### src/rtl/plic_claim_engine_pkg.sv
// Shared types and constants for the PLIC auto-claim engine.
package plic_claim_engine_pkg;

    localparam logic [31:0] CcAddrDefault = 32'h0020_0004;
    localparam int unsigned HoldoffW      = 4;

    typedef enum logic [1:0] {
        ST_IDLE  = 2'd0,
        ST_CMPL  = 2'd1,
        ST_CLAIM = 2'd2,
        ST_HOLD  = 2'd3
    } state_e;

    typedef struct packed {
        logic [31:0] addr;
        logic        write;
        logic [31:0] wdata;
        logic [3:0]  wstrb;
        logic        valid;
    } plic_reg_req_t;

    typedef struct packed {
        logic [31:0] rdata;
        logic        error;
        logic        ready;
    } plic_reg_rsp_t;

endpackage

### src/rtl/plic_claim_fifo.sv
// First-word-fall-through FIFO for claimed interrupt IDs; Depth must be a power of two.
module plic_claim_fifo #(
    parameter int unsigned Width = 5,
    parameter int unsigned Depth = 4
) (
    input  logic                     clk_i,
    input  logic                     rst_i,
    input  logic                     push_i,
    input  logic [Width-1:0]         data_i,
    input  logic                     pop_i,
    output logic [Width-1:0]         data_o,
    output logic [$clog2(Depth):0]   level_o,
    output logic                     full_o,
    output logic                     empty_o
);
    localparam int unsigned PtrW = $clog2(Depth);
    localparam int unsigned LvlW = PtrW + 1;

    logic [Width-1:0] mem_q [Depth];
    logic [PtrW-1:0]  wptr_q, wptr_d, rptr_q, rptr_d;
    logic [LvlW-1:0]  level_q, level_d;
    logic             push_ok, pop_ok;

    assign full_o  = level_q == LvlW'(Depth);
    assign empty_o = level_q == '0;
    assign push_ok = push_i && !full_o;
    assign pop_ok  = pop_i && !empty_o;

    // Pointers wrap naturally because Depth is a power of two.
    always_comb begin
        wptr_d  = wptr_q + PtrW'(push_ok);
        rptr_d  = rptr_q + PtrW'(pop_ok);
        level_d = level_q + LvlW'(push_ok) - LvlW'(pop_ok);
    end

    always_ff @(posedge clk_i) begin
        if (rst_i) begin
            wptr_q  <= '0;
            rptr_q  <= '0;
            level_q <= '0;
        end else begin
            wptr_q  <= wptr_d;
            rptr_q  <= rptr_d;
            level_q <= level_d;
        end
    end

    always_ff @(posedge clk_i) begin
        if (push_ok) mem_q[wptr_q] <= data_i;
    end

    assign data_o  = mem_q[rptr_q];
    assign level_o = level_q;

endmodule

### src/rtl/plic_claim_engine.sv
// Hardware claim/complete engine for one PLIC target.
// Optional claim counter enabled by defining PLIC_CLAIM_STATS_EN.
module plic_claim_engine
    import plic_claim_engine_pkg::*;
#(
    parameter type         reg_req_t = plic_claim_engine_pkg::plic_reg_req_t,
    parameter type         reg_rsp_t = plic_claim_engine_pkg::plic_reg_rsp_t,
    parameter int unsigned SRCW      = 5,
    parameter int unsigned FifoDepth = 4,
    parameter logic [31:0] CcAddr    = CcAddrDefault,
    parameter int unsigned Holdoff   = 2
) (
    input  logic                        clk_i,
    input  logic                        rst_i,
    input  logic                        irq_i,
    input  logic [SRCW-1:0]             irq_id_i,
    output reg_req_t                    reg_req_o,
    input  reg_rsp_t                    reg_rsp_i,
    output logic                        id_valid_o,
    output logic [SRCW-1:0]             id_o,
    input  logic                        id_ready_i,
    input  logic                        cmpl_valid_i,
    input  logic [SRCW-1:0]             cmpl_id_i,
    output logic                        cmpl_ready_o,
    output logic [$clog2(FifoDepth):0]  level_o,
    output logic                        err_o,
    output logic [31:0]                 claim_cnt_o
);
    state_e              state_q, state_d;
    logic [HoldoffW-1:0] hold_q, hold_d;
    logic [SRCW-1:0]     cmpl_id_q, cmpl_id_d;
    logic                err_q, err_d;
    logic                push, pop, full, empty, rsp_done;
    logic [SRCW-1:0]     claim_id;
    logic                unused_rdata;

    assign claim_id     = reg_rsp_i.rdata[SRCW-1:0];
    assign unused_rdata = ^reg_rsp_i.rdata;
    assign rsp_done     = reg_rsp_i.ready && (state_q == ST_CMPL || state_q == ST_CLAIM);
    // A zero claim result is spurious and an errored one is dropped.
    assign push         = state_q == ST_CLAIM && reg_rsp_i.ready && !reg_rsp_i.error
                          && claim_id != '0;
    assign pop          = id_valid_o && id_ready_i;
    assign cmpl_ready_o = state_q == ST_CMPL && reg_rsp_i.ready;
    assign id_valid_o   = !empty;
    assign err_o        = err_q;

    always_comb begin
        state_d   = state_q;
        hold_d    = hold_q;
        cmpl_id_d = cmpl_id_q;
        err_d     = err_q | (rsp_done && reg_rsp_i.error);
        case (state_q)
            ST_IDLE: begin
                if (cmpl_valid_i) begin
                    state_d   = ST_CMPL;
                    cmpl_id_d = cmpl_id_i;
                end else if (irq_i && irq_id_i != '0 && !full) begin
                    state_d = ST_CLAIM;
                end
            end
            ST_CMPL: if (reg_rsp_i.ready) state_d = ST_IDLE;
            ST_CLAIM: begin
                if (reg_rsp_i.ready) begin
                    if (Holdoff == 0) begin
                        state_d = ST_IDLE;
                    end else begin
                        state_d = ST_HOLD;
                        hold_d  = HoldoffW'(Holdoff);
                    end
                end
            end
            ST_HOLD: begin
                hold_d = hold_q - 1'b1;
                if (hold_q <= HoldoffW'(1)) state_d = ST_IDLE;
            end
            default: state_d = ST_IDLE;
        endcase
    end

    always_ff @(posedge clk_i) begin
        if (rst_i) begin
            state_q   <= ST_IDLE;
            hold_q    <= '0;
            cmpl_id_q <= '0;
            err_q     <= 1'b0;
        end else begin
            state_q   <= state_d;
            hold_q    <= hold_d;
            cmpl_id_q <= cmpl_id_d;
            err_q     <= err_d;
        end
    end

    // Request fields derive from registered state only, so they stay stable until ready.
    always_comb begin
        reg_req_o = '0;
        if (state_q == ST_CMPL) begin
            reg_req_o.valid            = 1'b1;
            reg_req_o.write            = 1'b1;
            reg_req_o.addr             = CcAddr;
            reg_req_o.wdata[SRCW-1:0]  = cmpl_id_q;
            reg_req_o.wstrb            = '1;
        end else if (state_q == ST_CLAIM) begin
            reg_req_o.valid = 1'b1;
            reg_req_o.addr  = CcAddr;
        end
    end

    plic_claim_fifo #(
        .Width (SRCW),
        .Depth (FifoDepth)
    ) u_fifo (
        .clk_i   (clk_i),
        .rst_i   (rst_i),
        .push_i  (push),
        .data_i  (claim_id),
        .pop_i   (pop),
        .data_o  (id_o),
        .level_o (level_o),
        .full_o  (full),
        .empty_o (empty)
    );

`ifdef PLIC_CLAIM_STATS_EN
    logic [31:0] cnt_q, cnt_d;

    assign cnt_d = (push && cnt_q != '1) ? cnt_q + 32'd1 : cnt_q;

    always_ff @(posedge clk_i) begin
        if (rst_i) cnt_q <= '0;
        else       cnt_q <= cnt_d;
    end

    assign claim_cnt_o = cnt_q;
`else
    assign claim_cnt_o = '0;
`endif

endmodule

### config.mk
export PLATFORM = sky130hd
export DESIGN_NAME = plic_claim_engine
export DESIGN_NICKNAME = d
export VERILOG_FILES = /design/src/rtl/plic_claim_engine_pkg.sv /design/src/rtl/plic_claim_fifo.sv /design/src/rtl/plic_claim_engine.sv
export SDC_FILE = /design/constraint.sdc
export NUM_CORES = 1
export LEC_CHECK = 0
export ABC_CLOCK_PERIOD_IN_PS = 2700
export BUFFER_PORTS_ARGS = -buffer_cell sky130_fd_sc_hd__clkbuf_2
export CAP_MARGIN = 0
export CORE_MARGIN = 2
export CORE_UTILIZATION = 43
export DETAILED_ROUTE_END_ITERATION = 10
export GPL_TIMING_DRIVEN = 0
export PLACE_DENSITY_LB_ADDON = 0.05
export SKIP_CTS_REPAIR_TIMING = 1
export SLEW_MARGIN = 10
export SYNTH_ARGS = -nofsm -noshare
export SYNTH_HDL_FRONTEND = slang
export SYNTH_SLANG_ARGS = --single-unit
### constraint.sdc
create_clock -name clk_i -period 2.7 [get_ports clk_i]
set_input_delay 0.54 -clock clk_i [delete_from_list [all_inputs] [get_ports clk_i]]
set_output_delay 0.54 -clock clk_i [all_outputs]
set_load 0.005 [all_outputs]
### Word-level counts from Yosys, hierarchy flattened

Memory sizes are Yosys's and may differ from the RTL's. A register that Yosys moved wholly into a read port is not among the register bits.
Cells that the tools add are included.

* bits in registers: 19
* memory bits (writable): 20
* output and inout port bits: 113
* memories: 1

Memory list
* u_fifo.mem_q: words 4, width 5, read ports 1, clocked after Yosys merged registers in 1, write ports 1, line plic_claim_fifo.sv:19 `logic [Width-1:0] mem_q [Depth];`

* add/subtract/negate cells: 5
* magnitude comparators: 1
* eq/ne operators: 8
* multiplexer cells: 17
* bitwise gates (word level): 1
* reductions and logical operators: 23

Operators by type and width (number)
* two-way mux 22 bit: 2
* two-way mux 2 bit: 6
* logical AND 1 bit: 11
* nonzero test 5 bit: 2
* two-way mux 9 bit: 1
* case mux 2 bit (4 select lines): 1
* case mux 4 bit (2 select lines): 1
* != test 2 bit (second input constant): 3
* two-way mux 1 bit: 5
* adder 2 x 1 -> 2 bit: 2
* == test 2 bit (second input constant): 2
* less-or-equal comparator 4 x 1 -> 1 bit (second input constant): 1
* two-way mux 4 bit: 1
* AND reduction 2 bit: 2
* AND reduction 4 bit: 1
* subtractor 4 x 1 -> 4 bit (second input constant): 1
* adder 3 x 1 -> 3 bit: 1
* == test 3 bit (second input constant): 1
* zero test 1 bit: 3
* zero test 3 bit: 1
* != test 3 bit (second input constant): 1
* subtractor 3 x 1 -> 3 bit: 1
* == test 2 x 1 -> 1 bit (second input constant): 1
* zero test 2 bit: 1
* 3 further kinds: 3

### Logic depth before layout (Yosys ltp)

Gate-level depths: netlist of run 1.

* word-level depth: 7
* mapped depth: 11
* depth with buffers taken out: 11

### Cells and area by module

From an unflattened synthesis of run 1, not the netlist that was laid out.

* cells, all modules: 251
* area, all modules: 2557.5 µm²

Modules (own cells, without submodules)
* plic_claim_engine: times used 1, cells each 189, area an instance 1471.4 µm², seq. area each 240.2 µm²
* plic_claim_fifo: times used 1, cells each 62, area an instance 1086.0 µm², seq. area each 740.7 µm²

### Least setup slack after synthesis of run 1

No wires, ideal clock.

* path type: reg-to-reg
* start point: register u_fifo.level_q[1], in the netlist u_fifo.level_o[1]
* end point: register u_fifo.level_q[2], in the netlist u_fifo.level_o[2]
* setup time: 0.128 ns
* arrival time: 2.116 ns
* path slack: 0.456 ns
* cell stages (with the launch flop): 11
* buffers on the path: 0
* clock period less this slack: 2.244 ns
* path through: dfxtp_1 -> or3_1 -> and2_1 -> ha_1 -> inv_1 -> ha_1 -> inv_1 -> fa_1 -> xor2_1 -> xnor2_1 -> nor2_1

* cells in the longest elaborated chain, start to end: 5

Ends and longest elaborated chain
* from (decl): line plic_claim_fifo.sv:21 `logic [LvlW-1:0] level_q, level_d;`
* from (signal assigned): line plic_claim_fifo.sv:44 `level_q <= level_d;`
* zero test 3 bit (*): line plic_claim_fifo.sv:25 `assign empty_o = level_q == '0;`
* zero test 1 bit (*): line plic_claim_engine.sv:45 `assign id_valid_o = !empty;`
* via id_valid_o: line plic_claim_engine.sv:19 `output logic id_valid_o,`
* logical AND 1 bit: line plic_claim_engine.sv:43 `assign pop = id_valid_o && id_ready_i;`
* logical AND 1 bit (*): line plic_claim_fifo.sv:27 `assign pop_ok = pop_i && !empty_o;`
* subtractor 3 x 1 -> 3 bit (*): line plic_claim_fifo.sv:33 `level_d = level_q + LvlW'(push_ok) - LvlW'(pop_ok);`

Mark *: on every way through the listed nets, which the timed path passes. The rest lies on a longest branch.
A chain may end at the register's enable or synchronous reset.

### Worst setup path in the final report of run 1

* start point: register state_q[0]
* end point: memory u_fifo.mem_q[1][1], enable pin

* cells in the longest elaborated chain, start to end: 7

Ends and longest elaborated chain
* from (decl): line plic_claim_engine.sv:29 `state_e state_q, state_d;`
* from (signal assigned): line plic_claim_engine.sv:88 `state_q <= state_d;`
* == test 2 bit: line plic_claim_engine.sv:41 `assign push = state_q == ST_CLAIM && reg_rsp_i.ready && !reg_rsp_i.error`
* logical AND 1 bit (2 in series): line plic_claim_engine.sv:41
* logical AND 1 bit: line plic_claim_engine.sv:42 `&& claim_id != '0;`
* logical AND 1 bit: line plic_claim_fifo.sv:26 `assign push_ok = push_i && !full_o;`
* two-way mux 1 bit: line plic_claim_fifo.sv:49 `if (push_ok) mem_q[wptr_q] <= data_i;`
* two-way mux 1 bit (implied by the code): line plic_claim_fifo.sv:49
* to (decl): line plic_claim_fifo.sv:19

Every way passes these cells.

==> results of run 1 <==
-- final timing paths --
kind	end	slack [ns]	cells after the start
worst min register to register	cmpl_id_q[4]	0.46	2
worst min-delay path	cmpl_id_q[4]	0.46	2
worst max register to register	u_fifo.mem_q[1][1]	0.29	5
worst max-delay path	u_fifo.mem_q[1][1]	0.29	5
-- cell families after synthesis --
kind of cell | Yosys count | synth area share (%)
buffers and inverters | 110 | 30.8
AND/OR/NAND/NOR | 55 | 11.8
flip-flops | 39 | 39.3
AO/OA/AOI/OAI | 20 | 4.81
adder cells (fa/ha/maj) | 12 | 6.31
multiplexers | 7 | 5.41
XOR/XNOR | 4 | 1.40
other | 1 | 0.150
-- worst max-delay path: cells and delay by family, from the launching register on --
family | cells | cell delay, ns
flip-flops | 1 | 0.34
buffers and inverters | 1 | 0.13
adder cells (fa/ha/maj) | 1 | 0.27
AND/OR/NAND/NOR | 3 | 1.29
-- state kept, by name, summed over array words and instances (netlist names) --
name and count:
u_fifo.wptr_q 2, hold_q 4, u_fifo.rptr_q 2, u_fifo.level_o 3, cmpl_id_q 5, u_fifo.mem_q 20, state_q 2, err_o 1
-- metal layers --
metal	track usage, %	routed length (um)
met5	0	0
met2	24.7	2310
met3	2.81	298
met4	3.05	25
met1	13.7	1650
-- stage by stage --
step                      hold WS (ns)  std cells
final                            0.456        460
after global routing             0.477        460
after CTS                        0.457        460
after detailed placement         0.445        452
after global placement           0.441        452
after floorplan                  0.432        336
-- report_power, final --
group	switching [mW]	internal, mW
clock network	0.207	0.180
registers	0.0499	0.686
logic	0.339	0.412
-- synth_stat cells, types with 2 or more instances --
library cell / number
clkbuf_1: 5
nand3_1: 6
edfxtp_1: 20
xnor2_1: 3
o21ai_0: 3
ha_1: 11
nor3_1: 3
buf_4: 95
a21oi_1: 10
inv_1: 9
dfxtp_1: 19
or3_1: 2
nor2b_1: 4
mux4_2: 5
and2_1: 8
nor2_1: 11
nor3b_1: 2
mux2_1: 2
nand2b_1: 5
nand2_1: 10
-- final cells by class --
class | instances | share of cell area, %
Tap cell | 72 | 2.79
Buffer | 100 | 22.7
Sequential cell | 39 | 30.4
Multi-Input combinational cell | 187 | 33.4
Clock buffer | 5 | 2.13
Clock inverter | 3 | 0.620
Timing Repair Buffer | 44 | 6.82
Inverter | 10 | 1.16
==> metrics.yaml, run 1 <==
clock_tree:
  cts_tree: "done"
  cts.clk_slew.worst_paths_ns: 0.08
  clock_path_buffers: 2
  root_buffer: "clkbuf_8"
  clock_latency_ns: 0.29
  clock-sinks: 39
  numCtsBuffers: 5
  cts.htree.levels: 2
global_route:
  grt_pass1_vias: 1387
  grt_pass1_wl_mm: 6.35
  antenna_found_initial: 0
  grt_use_total_pct: 12.7
  grt-ovfl-total: 0
  grt_max_degree: 14
worst_setup_path:
  cp_cell_sequence: "inv_1 > ha_1 > nand2_1 > or4_4 > nor3b_1"
  slowest_stage: "nor3b_1"
  cp_max_fo: 6
  r2r-start: "state_q[0]"
  cp_data_required_time_ns: 2.61
  endpoint_kind: "register"
  slowest_delay_ns: 0.78
  worstPathArrival_ns: 2.32
  worst-setup-path-type: "reg2reg"
  start_kind: "register"
  startpoint: "state_q[0]"
die:
  die_h_um: 80.2
  die_w_um: 80.2
  core_area_um2: 5570
  die_area_um2: 6430
  rows: 27
  ios: 162
  start_util_pct: 44.8
layout:
  final_area_um2: 3230
  nNetsFinal: 448
  seqCellArea_um2: 981
  nFillCells: 531
  postLayoutCoreUtil_pct: 57.9
  area_delta_synth_final_pct: 29.2
  diodes: 0
  final_cell_mix: "95 x buf_4, 89 x conb_1, 44 x clkbuf_2, 20 x edfxtp_1, 19 x dfxtp_1"
  layout_commonest_cell: "buf_4"
  multiInputGateArea_um2: 1080
  drive_above_1_share_pct: 40.2
sta:
  fin_skew_ns: 0.00368
  rsz0062_at_grt: "false"
  timing.slew.headroom_pct: 38.5
  fin_crit_sh_pct: 89.2
  fmax_mhz: 415
  final-hold-violation-count: 0
  worstMarginPinSlew_ns: 0.920
  setup_violations: 0
  final.min_clock_period_ns: 2.41
  fin_setup_tns_ns: 0
  worst_slack_ns: 0.292
  slew_violations: 0
run_status:
  status: "complete, no violations"
logic_synthesis:
  synth.top_cell.area_share_pct: 28.6
  yosys_warnings: 0
  syn-instance-count: 248
  synth-seq-cells: 39
  synth.avg_cell_area_um2: 10.1
  synth_top_cell_by_area: "buf_4"
  synth_edf_count: 20
  syn_area_um2: 2500
  seq_area_frac_synth_pct: 39.3
  async_flop_share_pct: 0
  ys_types: 35
  synth_ff_type: "edfxtp_1"
  ys_top_cells_by_area: "buf_4 29%, edfxtp_1 24%, dfxtp_1 15%"
detailed_routing:
  drc: 0
  first_pass_iters: 4
  via_per_inst: 3.75
  routed_wl_mm: 4.29
  vias: 1724
  antenna_left: 0
  wl_per_cell_um: 9.32
  drtIter0Drc: 45
run:
  drv_cap: 0
power_and_ir_drop:
  vdd_ir_drop_max_mv: 0.622
  powerDensity_nw_per_um2: 581
  p_leak_nw: 1.71
  power_mw: 1.87
placement:
  preCtsSetupSlack_ns: 0.118
  hpwlAfterDp_mm: 3.49
  placed_area_um2: 3140
  port-buffer-count: 44
  gp_congestion: 0.766
min_path:
  hold_path.class: "reg2reg"
  min_from: "cmpl_id_q[4]"
Note: power is estimated with default switching activity, not from simulation.
==> run 2: changes to the inputs <==
--- a/config.mk
+++ b/config.mk
@@ -11,3 +11,3 @@
 export CORE_MARGIN = 2
-export CORE_UTILIZATION = 43
+export CORE_UTILIZATION = 30
 export DETAILED_ROUTE_END_ITERATION = 10
--- a/constraint.sdc
+++ b/constraint.sdc
@@ -3,2 +3,2 @@
 set_output_delay 0.54 -clock clk_i [all_outputs]
-set_load 0.005 [all_outputs]
+set_load 0.02 [all_outputs]
==> run 2 against run 1 <==
  * Hold slack worse by 0.0047 ns
  * Die area is 41% higher
  * Register-to-register slack better by 0.02 ns
  * Via count shrank 0.41%
  * Critical path depth rose by 6
  * Critical endpoint is now u_fifo.level_o[2]
  * Largest cell class unchanged
==> metrics.yaml, run 2 (synthesis gave the netlist of run 1 again) <==
power_and_ir_drop:
  vdd_ir_drop_max_mv: 0.510  # was 0.622 mV
  p_leak_nw: 1.74  # was 1.71 nW
  power_mw: 2.29  # was 1.87 mW
  powerDensity_nw_per_um2: 692  # was 581 nW/um^2
clock_tree:
  clock-sinks: 39  # unchanged
  cts_tree: "done"  # unchanged
  numCtsBuffers: 5  # unchanged
  cts.clk_slew.worst_paths_ns: 0.08  # about the same
  clock_latency_ns: 0.29  # about the same
  root_buffer: "clkbuf_8"  # unchanged
  clock_path_buffers: 2  # unchanged
  cts.htree.levels: 2  # unchanged
min_path:
  holdPathEnd: "cmpl_id_q[1]"  # was cmpl_id_q[4]
  hold_path.class: "reg2reg"  # unchanged
  hold_path_depth: 2  # unchanged
  min_from: "cmpl_id_q[1]"  # was cmpl_id_q[4]
die:
  rows: 33  # was 27
  start_util_pct: 30.7  # was 44.8%
  core_area_um2: 8130  # was 5570 um^2
  die_w_um: 95.2  # was 80.2 um
  die_area_um2: 9070  # was 6430 um^2
  die_h_um: 95.2  # was 80.2 um
  ios: 162  # unchanged
detailed_routing:
  first_pass_iters: 4  # unchanged
  vias: 1717  # was 1724
  wl_per_cell_um: 9.25  # was 9.32 um
  antenna_left: 0  # unchanged
  via_per_inst: 3.48  # was 3.75
  drc: 0  # unchanged
  drtIter0Drc: 23  # was 45
  routed_wl_mm: 4.56  # was 4.29 mm
global_route:
  grt_pass1_wl_mm: 6.78  # was 6.35 mm
  antenna_found_initial: 0  # unchanged
  grt-ovfl-total: 0  # unchanged
  grt_pass1_vias: 1422  # was 1387
  grt_max_degree: 13  # was 14
  grt_use_total_pct: 9.97  # was 12.7%
layout:
  diodes: 0  # unchanged
  drive_above_1_share_pct: 39.9  # was 40.2%
  layout_commonest_cell: "buf_4"  # unchanged
  area_delta_synth_final_pct: 32.6  # was 29.2%
  nFillCells: 842  # was 531
  largest_reg_flops: 20  # unchanged
  nNetsFinal: 448  # unchanged
  final_cell_mix: "95 x buf_4, 89 x conb_1, 44 x clkbuf_2, 20 x edfxtp_1, 19 x dfxtp_1"  # unchanged
  top_register: "u_fifo.mem_q"  # unchanged
  final_area_um2: 3310  # was 3230 um^2
  seqCellArea_um2: 981  # unchanged
  multiInputGateArea_um2: 1080  # unchanged
  reg_top3: "u_fifo.mem_q (20), cmpl_id_q (5), hold_q (4)"  # unchanged
worst_setup_path:
  endpoint_kind: "register"  # unchanged
  cp_cell_sequence: "inv_1 > ha_1 > nand2_1 > or4_4 > inv_2 > ha_1 > inv_1 > fa_1 > xor2_1 > xnor2_1 > nor2_1"  # was inv_1 > ha_1 > nand2_1 > or4_4 > nor3b_1
  reg2reg_depth: 11  # was 5
  worstPathArrival_ns: 2.55  # was 2.32 ns
  cp_data_required_time_ns: 2.86  # was 2.61 ns
  r2r-start: "state_q[0]"  # unchanged
  start_kind: "register"  # unchanged
  r2r_slack_ns: 0.31  # was 0.29 ns
  worst-setup-path-type: "reg2reg"  # unchanged
  crit_buf_inv: 3  # was 1
  timing.rr.end: "u_fifo.level_o[2]"  # was u_fifo.mem_q[1][1]
  slowest_stage: "or4_4"  # was nor3b_1
  cp_max_fo: 6  # unchanged
  cpLargestDelayFamily: "adder cells"  # was simple AND/OR/NAND/NOR gates
  slowest_delay_ns: 0.45  # was 0.78 ns
sta:
  worst_slack_ns: 0.313  # was 0.292 ns
  fin_crit_sh_pct: 88.4  # was 89.2%
  slew_violations: 0  # unchanged
  fmax_mhz: 419  # was 415 MHz
  worstMarginPinSlew_ns: 0.889  # was 0.920 ns
  rsz0062_at_grt: "false"  # unchanged
  setup_violations: 0  # unchanged
  fin_setup_tns_ns: 0  # unchanged
  fin_skew_ns: 0.00527  # was 0.00368 ns
  hold_slack_ns: 0.452  # was 0.456 ns
  final.min_clock_period_ns: 2.39  # was 2.41 ns
  final-hold-violation-count: 0  # unchanged
  timing.slew.headroom_pct: 40.6  # was 38.5%
placement:
  placed_area_um2: 3180  # was 3140 um^2
  gp_congestion: 0.672  # was 0.766
  preCtsSetupSlack_ns: 0.127  # was 0.118 ns
  port-buffer-count: 44  # unchanged
  hpwlAfterDp_mm: 3.64  # was 3.49 mm
run:
  drv_cap: 0  # unchanged
run_status:
  status: "complete, no violations"  # unchanged
==> run 2: cell count changes in the layout (fill, tap and decap cells not counted), sizes merged <==
| cell | delta |
|---|---|
| clkinv | -1 |
| clkbuf | +1 |
| clkinvlp | -2 |
| bufinv | +2 |
==> run 2: worst reg2reg max path, stage by stage, from the launching register on <==
cell     delay, ns
dfxtp_1       0.33
inv_1         0.13
ha_1          0.28
nand2_1       0.07
or4_4         0.45
inv_2         0.09
ha_1          0.13
inv_1         0.04
fa_1          0.37
xor2_1        0.17
xnor2_1       0.14
nor2_1        0.05
==> run 2: worst max path at each step <==
| stage | start | end | slack (ns) | cells past startpoint |
|---|---|---|---|---|
| 2_1_floorplan | u_fifo.level_o[1] | u_fifo.level_o[2] | 0.26 | 10 |
| 3_3_place_gp | reg_rsp_i[2] | u_fifo.mem_q[0][0] | 0.14 | 5 |
| 3_5_place_dp | reg_rsp_i[5] | u_fifo.mem_q[2][0] | 0.13 | 5 |
| 4_1_cts | state_q[0] | u_fifo.mem_q[2][1] | 0.27 | 5 |
| 5_1_grt | state_q[0] | u_fifo.level_o[2] | 0.10 | 11 |
| 6_report | state_q[0] | u_fifo.level_o[2] | 0.31 | 11 |
==> run 2: final cells by class <==
cell class	instances	share of cell area (%)
flip-flops and latches	39	29.6
inverters	10	1.13
multi-input cells	187	32.5
repair buffers	44	6.65
well taps	105	3.97
clock inverters	2	1.81
plain buffers	100	22.1
clock buffers	6	2.19
==> run 2: layer usage <==
metal	track usage [%]	up-vias	routed length (um)
li1	-	915	-
met1	11.8	732	1940
met2	17.1	63	2230
met3	3.64	7	342
met4	2.54	0	44
met5	0	-	0
==> run 2: where the power goes <==
group / switching [mW] / internal, mW / leakage, nW
sequential: 0.0484 / 0.686 / 0.335
clock: 0.207 / 0.369 / 0.0654
combinational: 0.561 / 0.421 / 1.34
==> run 2: metrics by stage <==
stage / std cells / utilization, %
global route: 493 / 40.7
global placement: 485 / 39.1
finish: 493 / 40.7
detailed placement: 485 / 39.1
CTS: 493 / 40.7
floorplan: 336 / -
==> run 3: changes to the inputs <==
- SYNTH_HIERARCHICAL: not set -> 1
==> run 3 against run 2 <==
  * Hold slack worse by 0.0018 ns
  * Clock-buffer cell count down 1
  * Final area up 0.72%
  * Die area up 2.3%
  * Combinational power down 29%
  * Synthesized area up 2.4%
  * Critical endpoint is now u_fifo/level_o[2]
  * Largest cell class unchanged
  * Largest power group unchanged
==> metrics.yaml, run 3 <==
run_status:
  status: "complete, no violations"  # unchanged
worst_setup_path:
  cp_data_required_time_ns: 2.88  # was 2.86 ns
  worst-setup-path-type: "reg2reg"  # unchanged
  endpoint_kind: "register"  # unchanged
  cp_common_cell: "xnor2_1"
  reg2reg_depth: 12  # was 11
  start_kind: "register"  # unchanged
  slowest_delay_ns: 0.38  # was 0.45 ns
  worstPathArrival_ns: 2.57  # was 2.55 ns
  cp_max_fo: 7  # was 6
  cp_cell_sequence: "inv_1 > ha_2 > nand2_1 > a211oi_2 > nand2b_4 > inv_2 > xnor2_1 > ha_1 > fa_1 > xnor2_1 > xnor2_1 > nor2_1"  # was inv_1 > ha_1 > nand2_1 > or4_4 > inv_2 > ha_1 > inv_1 > fa_1 > xor2_1 > xnor2_1 > nor2_1
  slowest_stage: "fa_1"  # was or4_4
sta:
  fin_setup_tns_ns: 0  # unchanged
  rsz0062_at_grt: "false"  # unchanged
  worstMarginPinSlew_ns: 0.888  # was 0.889 ns
  final-hold-violation-count: 0  # unchanged
  final.min_clock_period_ns: 2.39  # about the same
  setup_violations: 0  # unchanged
  timing.slew.headroom_pct: 40.7  # was 40.6%
  fmax_mhz: 418  # was 419 MHz
  worst_slack_ns: 0.307  # was 0.313 ns
  hold_slack_ns: 0.450  # was 0.452 ns
  slew_violations: 0  # unchanged
  fin_skew_ns: 0.00829  # was 0.00527 ns
  fin_crit_sh_pct: 88.6  # was 88.4%
placement:
  placed_area_um2: 3240  # was 3180 um^2
  port-buffer-count: 44  # unchanged
  dp.cells: 488  # was 485
  preCtsSetupSlack_ns: 0.120  # was 0.127 ns
  gp_congestion: 0.725  # was 0.672
  hpwlAfterDp_mm: 3.57  # was 3.64 mm
layout:
  largest_reg_flops: 20  # unchanged
  drive_above_1_share_pct: 42.5  # was 39.9%
  reg_top3: "u_fifo/mem_q (20), cmpl_id_q (5), hold_q (4)"  # was u_fifo.mem_q (20), cmpl_id_q (5), hold_q (4)
  final_area_um2: 3340  # was 3310 um^2
  diodes: 0  # unchanged
  final_cell_mix: "95 x buf_4, 89 x conb_1, 44 x clkbuf_2, 20 x edfxtp_1, 19 x dfxtp_1"  # unchanged
  top_register: "u_fifo/mem_q"  # was u_fifo.mem_q
  finalNonFillerCells: 496  # was 493
  nFillCells: 855  # was 842
  layout_commonest_cell: "buf_4"  # unchanged
  area_delta_synth_final_pct: 30.4  # was 32.6%
  postLayoutCoreUtil_pct: 40.4  # was 40.7%
  nNetsFinal: 449  # was 448
detailed_routing:
  via_per_inst: 3.56  # was 3.48
  vias: 1765  # was 1717
  drtIter0Drc: 57  # was 23
  routed_wl_mm: 4.54  # was 4.56 mm
  drc: 0  # unchanged
  first_pass_iters: 4  # unchanged
  wl_per_cell_um: 9.16  # was 9.25 um
  antenna_left: 0  # unchanged
clock_tree:
  root_buffer: "clkbuf_8"  # unchanged
  cts.clk_slew.worst_paths_ns: 0.08  # about the same
  cts_tree: "done"  # unchanged
  numCtsBuffers: 5  # unchanged
  clock_latency_ns: 0.29  # about the same
  clock_path_buffers: 2  # unchanged
  cts.htree.levels: 2  # unchanged
  clock-sinks: 39  # unchanged
die:
  die_w_um: 96.3  # was 95.2 um
  rows: 33  # unchanged
  ios: 162  # unchanged
  die_h_um: 96.3  # was 95.2 um
  start_util_pct: 31.0  # was 30.7%
  core_area_um2: 8260  # was 8130 um^2
  die_area_um2: 9280  # was 9070 um^2
run:
  drv_cap: 0  # unchanged
logic_synthesis:
  yosys_warnings: 6  # was 0
  synth_ff_type: "edfxtp_1"  # unchanged
  seq_area_frac_synth_pct: 38.4  # was 39.3%
  synth_top_cell_by_area: "buf_4"  # unchanged
  syn-instance-count: 251  # was 248
  synth.top_cell.area_share_pct: 27.9  # was 28.6%
  yosysMostFrequentCell: "buf_4"  # unchanged
  async_flop_share_pct: 0  # unchanged
  synthTopCellsByCount: "95 x buf_4, 20 x edfxtp_1, 19 x dfxtp_1"  # unchanged
  ys_types: 40  # was 35
  synth_edf_count: 20  # unchanged
  synth.avg_cell_area_um2: 10.2  # was 10.1 um^2
  ys_top_cells_by_area: "buf_4 28%, edfxtp_1 23%, dfxtp_1 15%"  # was buf_4 29%, edfxtp_1 24%, dfxtp_1 15%
  synth-seq-cells: 39  # unchanged
  syn_area_um2: 2560  # was 2500 um^2
global_route:
  grt_max_degree: 14  # was 13
  grt_pass1_vias: 1525  # was 1422
  grt-ovfl-total: 0  # unchanged
  grt_use_total_pct: 9.80  # was 9.97%
  grt_pass1_wl_mm: 7.03  # was 6.78 mm
  antenna_found_initial: 0  # unchanged
power_and_ir_drop:
  p_leak_nw: 1.73  # was 1.74 nW
  power_mw: 1.76  # was 2.29 mW
  vdd_ir_drop_max_mv: 0.191  # was 0.510 mV
  powerDensity_nw_per_um2: 529  # was 692 nW/um^2
min_path:
  hold_path.class: "reg2reg"  # unchanged
  hold_path_depth: 2  # unchanged
==> run 3: cell families (layout without fill, tap and decap cells) <==
family | after synthesis | in the layout | share of synthesized area [%]
buffers and inverters | 108 | 160 | 30.1
AND/OR/NAND/NOR | 58 | 58 | 12.3
flip-flops | 39 | 39 | 38.4
AO/OA/AOI/OAI | 20 | 20 | 5.43
adder cells (fa/ha/maj) | 10 | 10 | 5.19
multiplexers | 9 | 9 | 6.36
XOR/XNOR | 6 | 6 | 2.05
other | 1 | 89 | 0.147
==> run 3: routing by layer <==
metal | up-vias | wire, um | global-route usage, %
li1 | 927 | - | -
met1 | 743 | 1990 | 12.3
met2 | 88 | 2020 | 15.8
met3 | 7 | 462 | 2.58
met4 | 0 | 75 | 4.23
met5 | - | 0 | 0
==> run 3: path summary, 6_finish.rpt <==
| path | from | endpoint | slack (ns) |
|---|---|---|---|
| hold / removal | cmpl_id_q[1] | cmpl_id_q[1] | 0.45 |
| hold reg to reg | cmpl_id_q[1] | cmpl_id_q[1] | 0.45 |
| setup / recovery | state_q[0] | u_fifo/level_o[2] | 0.31 |
| setup reg to reg | state_q[0] | u_fifo/level_o[2] | 0.31 |
==> run 3: cell type report <==
type	count	area [um^2]	area share, %
Clock inverter	3	20.0	0.600
Inverter	9	33.8	1.01
Tap cell	105	131	3.94
Timing Repair Buffer	44	220	6.60
Clock buffer	5	68.8	2.06
Sequential cell	39	981	29.4
Multi-Input combinational cell	192	1140	34.3
Buffer	99	737	22.1
==> run 3: report_power, final <==
| group | switching, mW | internal (mW) | total, mW |
|---|---|---|---|
| Sequential | 0.0251 | 0.660 | 0.685 |
| Clock | 0.205 | 0.180 | 0.385 |
| Combinational | 0.397 | 0.296 | 0.693 |
==> run 3: worst max-delay path: cells and delay by family (launching register included) <==
kind,cells,cell delay [ns]
and+or+nand+nor,3,0.23
buffers and inverters,2,0.21
xor gates and xnor gates,3,0.40
AOI/OAI and AO/OA,1,0.27
adders and majority gates,3,0.84
DFF,1,0.34
